[src/rtl/alu_issue_ctrl.sv]
// rtl/alu_issue_ctrl.sv - request FIFO feeding a 3-phase ALU issue FSM (IDLE/DRIVE/HOLD)
module alu_issue_ctrl #(
  parameter int DEPTH = 4
) (
  input  logic                   clk,
  input  logic                   rst_n,
  input  logic                   req_valid,
  output logic                   req_ready,
  input  logic [7:0]             req_a,
  input  logic [7:0]             req_b,
  input  logic [3:0]             req_cmd,
  output logic [7:0]             alu_a,
  output logic [7:0]             alu_b,
  output logic [3:0]             alu_cmd,
  output logic                   alu_oe,
  input  logic [15:0]            alu_d,
  output logic                   rsp_valid,
  input  logic                   rsp_ready,
  output logic [15:0]            rsp_data,
  output logic [3:0]             rsp_cmd,
  output logic [$clog2(DEPTH):0] fifo_count,
  output logic                   busy
);

  localparam int PW = $clog2(DEPTH);
  localparam int CW = $clog2(DEPTH) + 1;

  typedef enum logic [1:0] {IDLE, DRIVE, HOLD} state_t;

  state_t        state;
  logic [7:0]    mem_a   [DEPTH];
  logic [7:0]    mem_b   [DEPTH];
  logic [3:0]    mem_cmd [DEPTH];
  logic [PW-1:0] wr_ptr;
  logic [PW-1:0] rd_ptr;
  logic          push;
  logic          pop;

  // Ready looks only at the registered count, so a same-cycle pop never frees a slot early.
  assign req_ready = (fifo_count < CW'(DEPTH));
  assign push      = req_valid && req_ready;
  assign pop       = (state == IDLE) && (fifo_count != '0);
  assign busy      = (state != IDLE) || (fifo_count != '0);

  always_ff @(posedge clk) begin
    if (rst_n && push) begin
      mem_a[wr_ptr]   <= req_a;
      mem_b[wr_ptr]   <= req_b;
      mem_cmd[wr_ptr] <= req_cmd;
    end
  end

  always_ff @(posedge clk) begin
    if (!rst_n) begin
      state      <= IDLE;
      wr_ptr     <= '0;
      rd_ptr     <= '0;
      fifo_count <= '0;
      alu_a      <= '0;
      alu_b      <= '0;
      alu_cmd    <= '0;
      alu_oe     <= 1'b0;
      rsp_valid  <= 1'b0;
      rsp_data   <= '0;
      rsp_cmd    <= '0;
    end else begin
      if (push) wr_ptr <= wr_ptr + PW'(1);
      if (pop)  rd_ptr <= rd_ptr + PW'(1);
      if (push && !pop)      fifo_count <= fifo_count + CW'(1);
      else if (!push && pop) fifo_count <= fifo_count - CW'(1);

      case (state)
        IDLE: begin
          if (pop) begin
            alu_a   <= mem_a[rd_ptr];
            alu_b   <= mem_b[rd_ptr];
            alu_cmd <= mem_cmd[rd_ptr];
            alu_oe  <= 1'b1;
            state   <= DRIVE;
          end
        end
        DRIVE: begin
          // The ALU result is only trusted at the end of the single enabled cycle.
          rsp_data  <= alu_d;
          rsp_cmd   <= alu_cmd;
          rsp_valid <= 1'b1;
          alu_oe    <= 1'b0;
          state     <= HOLD;
        end
        HOLD: begin
          if (rsp_ready) begin
            rsp_valid <= 1'b0;
            state     <= IDLE;
          end
        end
        default: state <= IDLE;
      endcase
    end
  end

endmodule

[config.mk]
export PLATFORM = sky130hd
export DESIGN_NAME = alu_issue_ctrl
export DESIGN_NICKNAME = d
export VERILOG_FILES = /design/src/rtl/alu_issue_ctrl.sv
export SDC_FILE = /design/constraint.sdc
export NUM_CORES = 1
export LEC_CHECK = 0
export CORE_ASPECT_RATIO = 1.75
export CORE_MARGIN = 10
export CORE_UTILIZATION = 45
export DETAILED_ROUTE_END_ITERATION = 16
export GPL_TIMING_DRIVEN = 1
export PLACE_DENSITY = 0.71
export SYNTH_ARGS = -nofsm -noshare
export SYNTH_HDL_FRONTEND = slang
export SYNTH_SLANG_ARGS = --single-unit
[constraint.sdc]
create_clock -name clk -period 2.65 [get_ports clk]
set_input_delay 0.3975 -clock clk [delete_from_list [all_inputs] [get_ports clk]]
set_output_delay 0.3975 -clock clk [all_outputs]
set_load 0.005 [all_outputs]
==> metrics.md <==
| Metric | Value |
|---|---|
| Outcome | finished clean |
| Final Power | 6.82 mW |
| ANT nets after route | 0 |
| Clock share of power | a little over a third |
| Hpwl dp | between 6000 and 7000 um |
| Largest cells by area after synthesis | edfxtp_1, dfxtp_1, mux4_2 |
| Cell Area, Synth | 0.00478 sq mm |
| Final Hold Fails | 0 |
| Synth Instances | 302 |
| Switching power total | 1.78 mW |
| Synthesized flop and latch total | 131 |
| GRT Overall Usage | 13.1% |
| DIE HEIGHT | roughly 160 um |
| CTS Buffer Depth | 2 |
| WP data arrival | between 1.5 and 2 ns |
| Nets | about 450 |
| Top_reg_cell synth | edfxtp_1 |
| Worst hold-check path type | flip-flop to flip-flop |
| FILL cells | 760 |
| Slew margin rel. | around half |
| Total Die Area | about 0.015 sq mm |
| Vias in the first global route | 2,942 |
| Via-to-Cell Ratio | 5.16 |
| Final setup fails | 0 |
| IO Port Bufs | 86 |
| Num CTS Buffers | 17 |
| Final Max Tran Viols | 0 |
| Clock slew at reported path FFs | roughly 0.060 ns |
| Area of the multi-input gates | 0.00123 sq mm |
| Post-layout min period | between 2 and 2.5 ns |
| Gate power share | roughly 25% |
| Area growth syn-to-layout | 34.4% |
| GR Overflow Total | 0 |
| Yosys warns | 0 |
| Synth area leader | edfxtp_1 |
| Post-CTS Setup Inserts | 0 |
| Total leakage power | 2.25 nW |
| IO Pins | 87 |
| Startpoint types | flip-flop |
| H-tree Lvls | 4 |
| CTS tree | done |
| Initial antenna violation count | 0 |
| Post-synth ARST share | 0% |
| 1st-pass router iterations | 6 |
| Share of the synthesized area in the top cell type | between 50% and 60% |
| Std cell rows | 49 |
| Starting Density | 46.2% |
| Detailed Route WL | 9770 um |
| Clk_lat worst skew | approximately 0.4 ns |
| Setup TNS | 0 ns |
| Clock skew | around 0.0073 ns |
| Syn avg cell area | about 16 sq um |
| Switching Fraction | 26.1% |
| Yosys cell types | 30 |
| Internal power | approximately 5 mW |
| Share of the yosys chip area belonging to registers | 71.6% |
| Hold WS | approximately 0.45 ns |
| CP max-delay cell | clkdlybuf4s50_1 |
| # diodes | 0 |
| DIE WIDTH | 97.9 um |
| Post-synth EDFFs | 80 |
| Commonest cells in the netlist | edfxtp_1, dfxtp_1, nand2_1 |
| CP Cell Sequence | nor3_2 -> buf_4 -> nand2_1 -> clkdlybuf4s50_1 |
| WL per Instance | 18.1 um |
| CTS sink cnt | around 130 |
| CP required | 2.25 ns |
| First-pass GRT wire length | 15,800 um |
| Fin crit share | 77.5% |
| Drt drc | 0 |
| Critical path class | flip-flop to output port |
| Measured slew at the worst slew-check pin | 0.733 ns |
| Total core area | 0.0104 sq mm |
| Fmax | 0.487 GHz |
| Largest net degree at the start of global routing | 29 |
| Share of cells above drive strength 1 | roughly 16% |
| Via Count | 2,793 |
| Register area | 0.00342 sq mm |
| Critical Path Sink Type | output port |
| Crit path largest cell delay | 0.45 ns |
| Count leader, synth | edfxtp_1 |
| Peak supply drop | around 0.60 mV |
| 1st-iter DRT viols | ~150 |
| Pwr dens | about 1100 mW/mm^2 |
| # resized after CTS | 0 |
| Net Count, Synth | 348 |
| Root buffer cell | clkbuf_16 |
| Routability congestion estimate | 0.767 |
| Crit path max fanout | 6 |
| Internal reg-to-reg setup slack | 0.62 ns |
| Sequential cell fraction of total power | 39.2% |
| RSZ-0062 raised after global routing | false |
| Max-Cap Viols | 0 |
| Hold-fix buffers at CTS | 0 |
path summary, 6_finish.rpt:
check | startpoint | to | depth (start not counted)
worst max register to register | state[1] | fifo_count[2] | 8
worst max-delay path | fifo_count[2] | busy | 4
worst min-delay path | rsp_data[4] | rsp_data[4] | 2
worst min register to register | rsp_data[4] | rsp_data[4] | 2
power groups by stage:
| stage | logic (mW) | registers [mW] | clock network [mW] |
|---|---|---|---|
| after global routing | 1.88 | 2.72 | 2.59 |
| after global placement | 1.72 | 2.70 | 0 |
| after CTS | 1.76 | 2.68 | 2.49 |
| after floorplan | 1.01 | 2.68 | 0 |
| final | 1.71 | 2.68 | 2.43 |
| after detailed placement | 1.76 | 2.72 | 0 |
cells by family (layout without fill, tap and decap cells):
family / Yosys count / in the layout / share of synthesized area (%)
xor gates and xnor gates: 3 / 3 / 0.549
DFF: 131 / 131 / 71.6
muxes: 23 / 23 / 10.3
buffers and inverters: 25 / 137 / 2.88
and+or+nand+nor: 64 / 64 / 6.07
adders and majority gates: 6 / 6 / 1.73
AOI/OAI and AO/OA: 50 / 50 / 6.93
critical path, delay by kind of cell, from the launching register on:
family / cells / cell delay (ns)
buffers and inverters: 2 / 0.63
and+or+nand+nor: 2 / 0.27
DFF: 1 / 0.35
flip-flops by register name (all words and copies together), names as in the netlist:
signal	flops
mem_b	32
rsp_cmd	4
alu_a	8
fifo_count	3
alu_cmd	4
rd_ptr	2
rsp_valid	1
alu_oe	1
mem_cmd	16
rsp_data	16
mem_a	32
alu_b	8
wr_ptr	2
state	2
metal layers:
| metal | share of wire [%] | vias up | global-route usage [%] |
|---|---|---|---|
| li1 | - | 1336 | - |
| met1 | 39 | 1371 | 13.4 |
| met2 | 55 | 78 | 23.4 |
| met3 | 5.4 | 8 | 4.10 |
| met4 | 1.3 | 0 | 6.88 |
| met5 | 0 | - | 0 |
cell type report:
class,instances,share of cell area (%)
Clock inverter,15,3.23
Sequential cell,131,53.3
Clock buffer,17,6.62
Multi-Input combinational cell,146,19.2
Timing Repair Buffer,99,14.9
Inverter,6,0.350
Tap cell,127,2.47
cell usage in the layout (no fill, tap or decap), types with 2 or more instances in the layout:
master | netlist | layout
mux2i_1 | 3 | 3
clkbuf_16 | 0 | 17
o21ai_0 | 3 | 3
edfxtp_1 | 80 | 80
nor2b_1 | 2 | 2
clkinv_2 | 0 | 2
a22o_1 | 20 | 20
nand2_1 | 43 | 43
a21oi_1 | 25 | 25
clkdlybuf4s50_1 | 0 | 86
inv_1 | 6 | 6
mux4_2 | 17 | 17
ha_1 | 5 | 5
xor2_1 | 2 | 2
clkinv_4 | 0 | 4
buf_4 | 0 | 13
clkinvlp_4 | 0 | 3
bufinv_16 | 0 | 4
dfxtp_1 | 51 | 51
and3_1 | 4 | 4
nand2b_1 | 3 | 3
nor2_1 | 7 | 7
mux4_1 | 3 | 3
through the flow:
step	utilization [%]	instance area (sq um)	setup WS, ns	cells
after floorplan	-	4780	0.600	302
after global placement	55.9	5790	0.353	509
after detailed placement	55.9	5790	0.333	509
after CTS	62.0	6430	0.548	541
after global routing	62.0	6430	0.482	541
final	62.0	6430	0.596	541
Note: power is estimated with default switching activity, not from simulation.
==> RTL change, RTL diff (same settings) <==
Change the parameter `DEPTH` from 4 to 8.
--- a/src/rtl/alu_issue_ctrl.sv
+++ b/src/rtl/alu_issue_ctrl.sv
@@ -1,6 +1,6 @@
 // rtl/alu_issue_ctrl.sv - request FIFO feeding a 3-phase ALU issue FSM (IDLE/DRIVE/HOLD)
 module alu_issue_ctrl #(
-  parameter int DEPTH = 4
+  parameter int DEPTH = 8
 ) (
   input  logic                   clk,
   input  logic                   rst_n,
Interface: changed (resized fifo_count); port bits go from 87 to 88. The function was not compared with the original's and may differ.
==> RTL change against the original RTL <==
- utilization down 5.7 points
- final area is 54% higher
- worst setup slack worse by 0.22 ns
- synthesized cell count is 57% higher
- sequential cell count is 83 higher
- non-clock buffer count increased by 5
- power up 41%
- via count grew 56%
- synthesized area grew 68%
- routed wire length up 68%
- global-route usage increased by 0.63 points
- die area increased by 55%
- critical path type is now reg -> reg
- largest cell class unchanged
==> RTL change: results (changes against the original RTL) <==
Reg2reg end -> fifo_count[3]
Syn Inst Count -> 475 (+57%)
FF-to-FF setup slack -> 0.38 ns (-0.24 ns)
EDFF count, synth -> 160 (+100%)
CTS H-tree depth -> 1 (-3)
Detailed placement HPWL -> 10,420 um (+59%)
Pleak -> 3.244 nW (+44%)
First-pass GRT wire length -> 25,990 um (+65%)
#MultiIn Comb -> 229 (+57%)
Nonclk inv count -> 4 (-2)
Final cell count without fillers -> 815 (+51%)
Number of placed cells counting well taps -> 782 (+54%)
Port Buffer Count -> 87 (+1.2%)
Clock Buffer Count -> 20 (+3)
Hold Path Sink -> alu_b[6]
Setup Skew -> 0.006442 ns (-0.0008303 ns)
Largest cells by area after synthesis -> edfxtp_1, dfxtp_1, mux4_2
HP Start -> rst_n
Reg2Reg Depth -> 10 (+2)
Status -> finished, final reports clean
Non-clock buffer share -> 10.06% (-4.9 points)
Sw Share -> 26.73% (+0.65 points)
Routed wl met3 -> 966 um (+82%)
Final #Nets -> 618 (+38%)
Layout filler cell count -> 1,310 (+72%)
Post-cts sizing count -> 0 (unchanged)
Sequential cells -> 214 (+63%)
DR iter-0 viols -> 286 (+86%)
Vias in the first global route -> 4,751 (+61%)
Synthesis-to-layout area growth -> 23.15%
Num CTS Buffers -> 19 (+2)
Dpl ws -> 0.1913 ns (-0.1415 ns)
Met2 wire len -> 8974 um (+68%)
Final hold slack -> 0.2795 ns (-0.1733 ns)
Max incr delay on CP -> 0.41 ns (-0.04 ns)
Share of layout cells above drive strength 1 -> 16.95% (+1.3 points)
Plain + repair buffers -> 104 (+5.1%)
HP Class -> in -> reg
Post-synth net total -> 521 (+50%)
Comb. pwr -> 2.47 mW (+44%)
Delay-heaviest family, CP -> simple AND/OR/NAND/NOR gates
Routed wire per std cell -> 20.09 um (+11%)
Peak supply drop -> 0.5351 mV (-10%)
Worst rel slew slack -> 49.87% (-1.2 points)
Total number of vias -> 4,367 (+56%)
First-pass DRT Iterations -> 4 (-2)
Largest regs -> mem_a x64, mem_b x64, mem_cmd x32
FF+latch area -> 0.005887 sq mm (+72%)
Largest net degree at the start of global routing -> 51 (+76%)
Seq group -> 4.10 mW (+53%)
Clk_lat worst skew -> 0.48 ns (+0.08 ns)
Post-synthesis sequential area ratio -> 73.37% (+1.8 points)
N_taps -> 231 (+82%)
WHS Path Cells -> 3 (+1)
Slowest CP cell -> nor4_1
Critical Path AT -> 2.68 ns (+1.02 ns)
Wire length on met1 -> 6082 um (+61%)
GRT Util Overall -> 13.77% (+0.63 points)
Post-synthesis cell type count -> 34 (+13%)
Worst reg2reg startpoint -> fifo_count[0]
[RTL change: worst max path at each step]
stage                  startpoint            end  slack (ns)
floorplan               req_valid    mem_a[1][0]        -0.1
global placement        req_valid  fifo_count[3]        0.27
detailed placement      req_valid  fifo_count[3]        0.19
CTS                 fifo_count[0]  fifo_count[3]        0.36
global route        fifo_count[0]  fifo_count[3]        0.15
finish              fifo_count[0]  fifo_count[3]        0.38
[RTL change: cells by family after synthesis]
| group | Yosys count | synth area share, % |
|---|---|---|
| buffers and inverters | 32 | 2.012 |
| AND/OR/NAND/NOR | 104 | 5.912 |
| XOR/XNOR | 6 | 0.6551 |
| flip-flops | 214 | 73.37 |
| adder cells (fa/ha/maj) | 6 | 1.029 |
| AO/OA/AOI/OAI | 69 | 5.288 |
| multiplexers | 44 | 11.73 |
[RTL change: per-layer routing]
layer | global-route usage, % | up-vias
met4 | 4.578 | 0
met3 | 2.376 | 34
met5 | 0 | -
met1 | 15.08 | 2206
met2 | 25.84 | 120
li1 | - | 2007
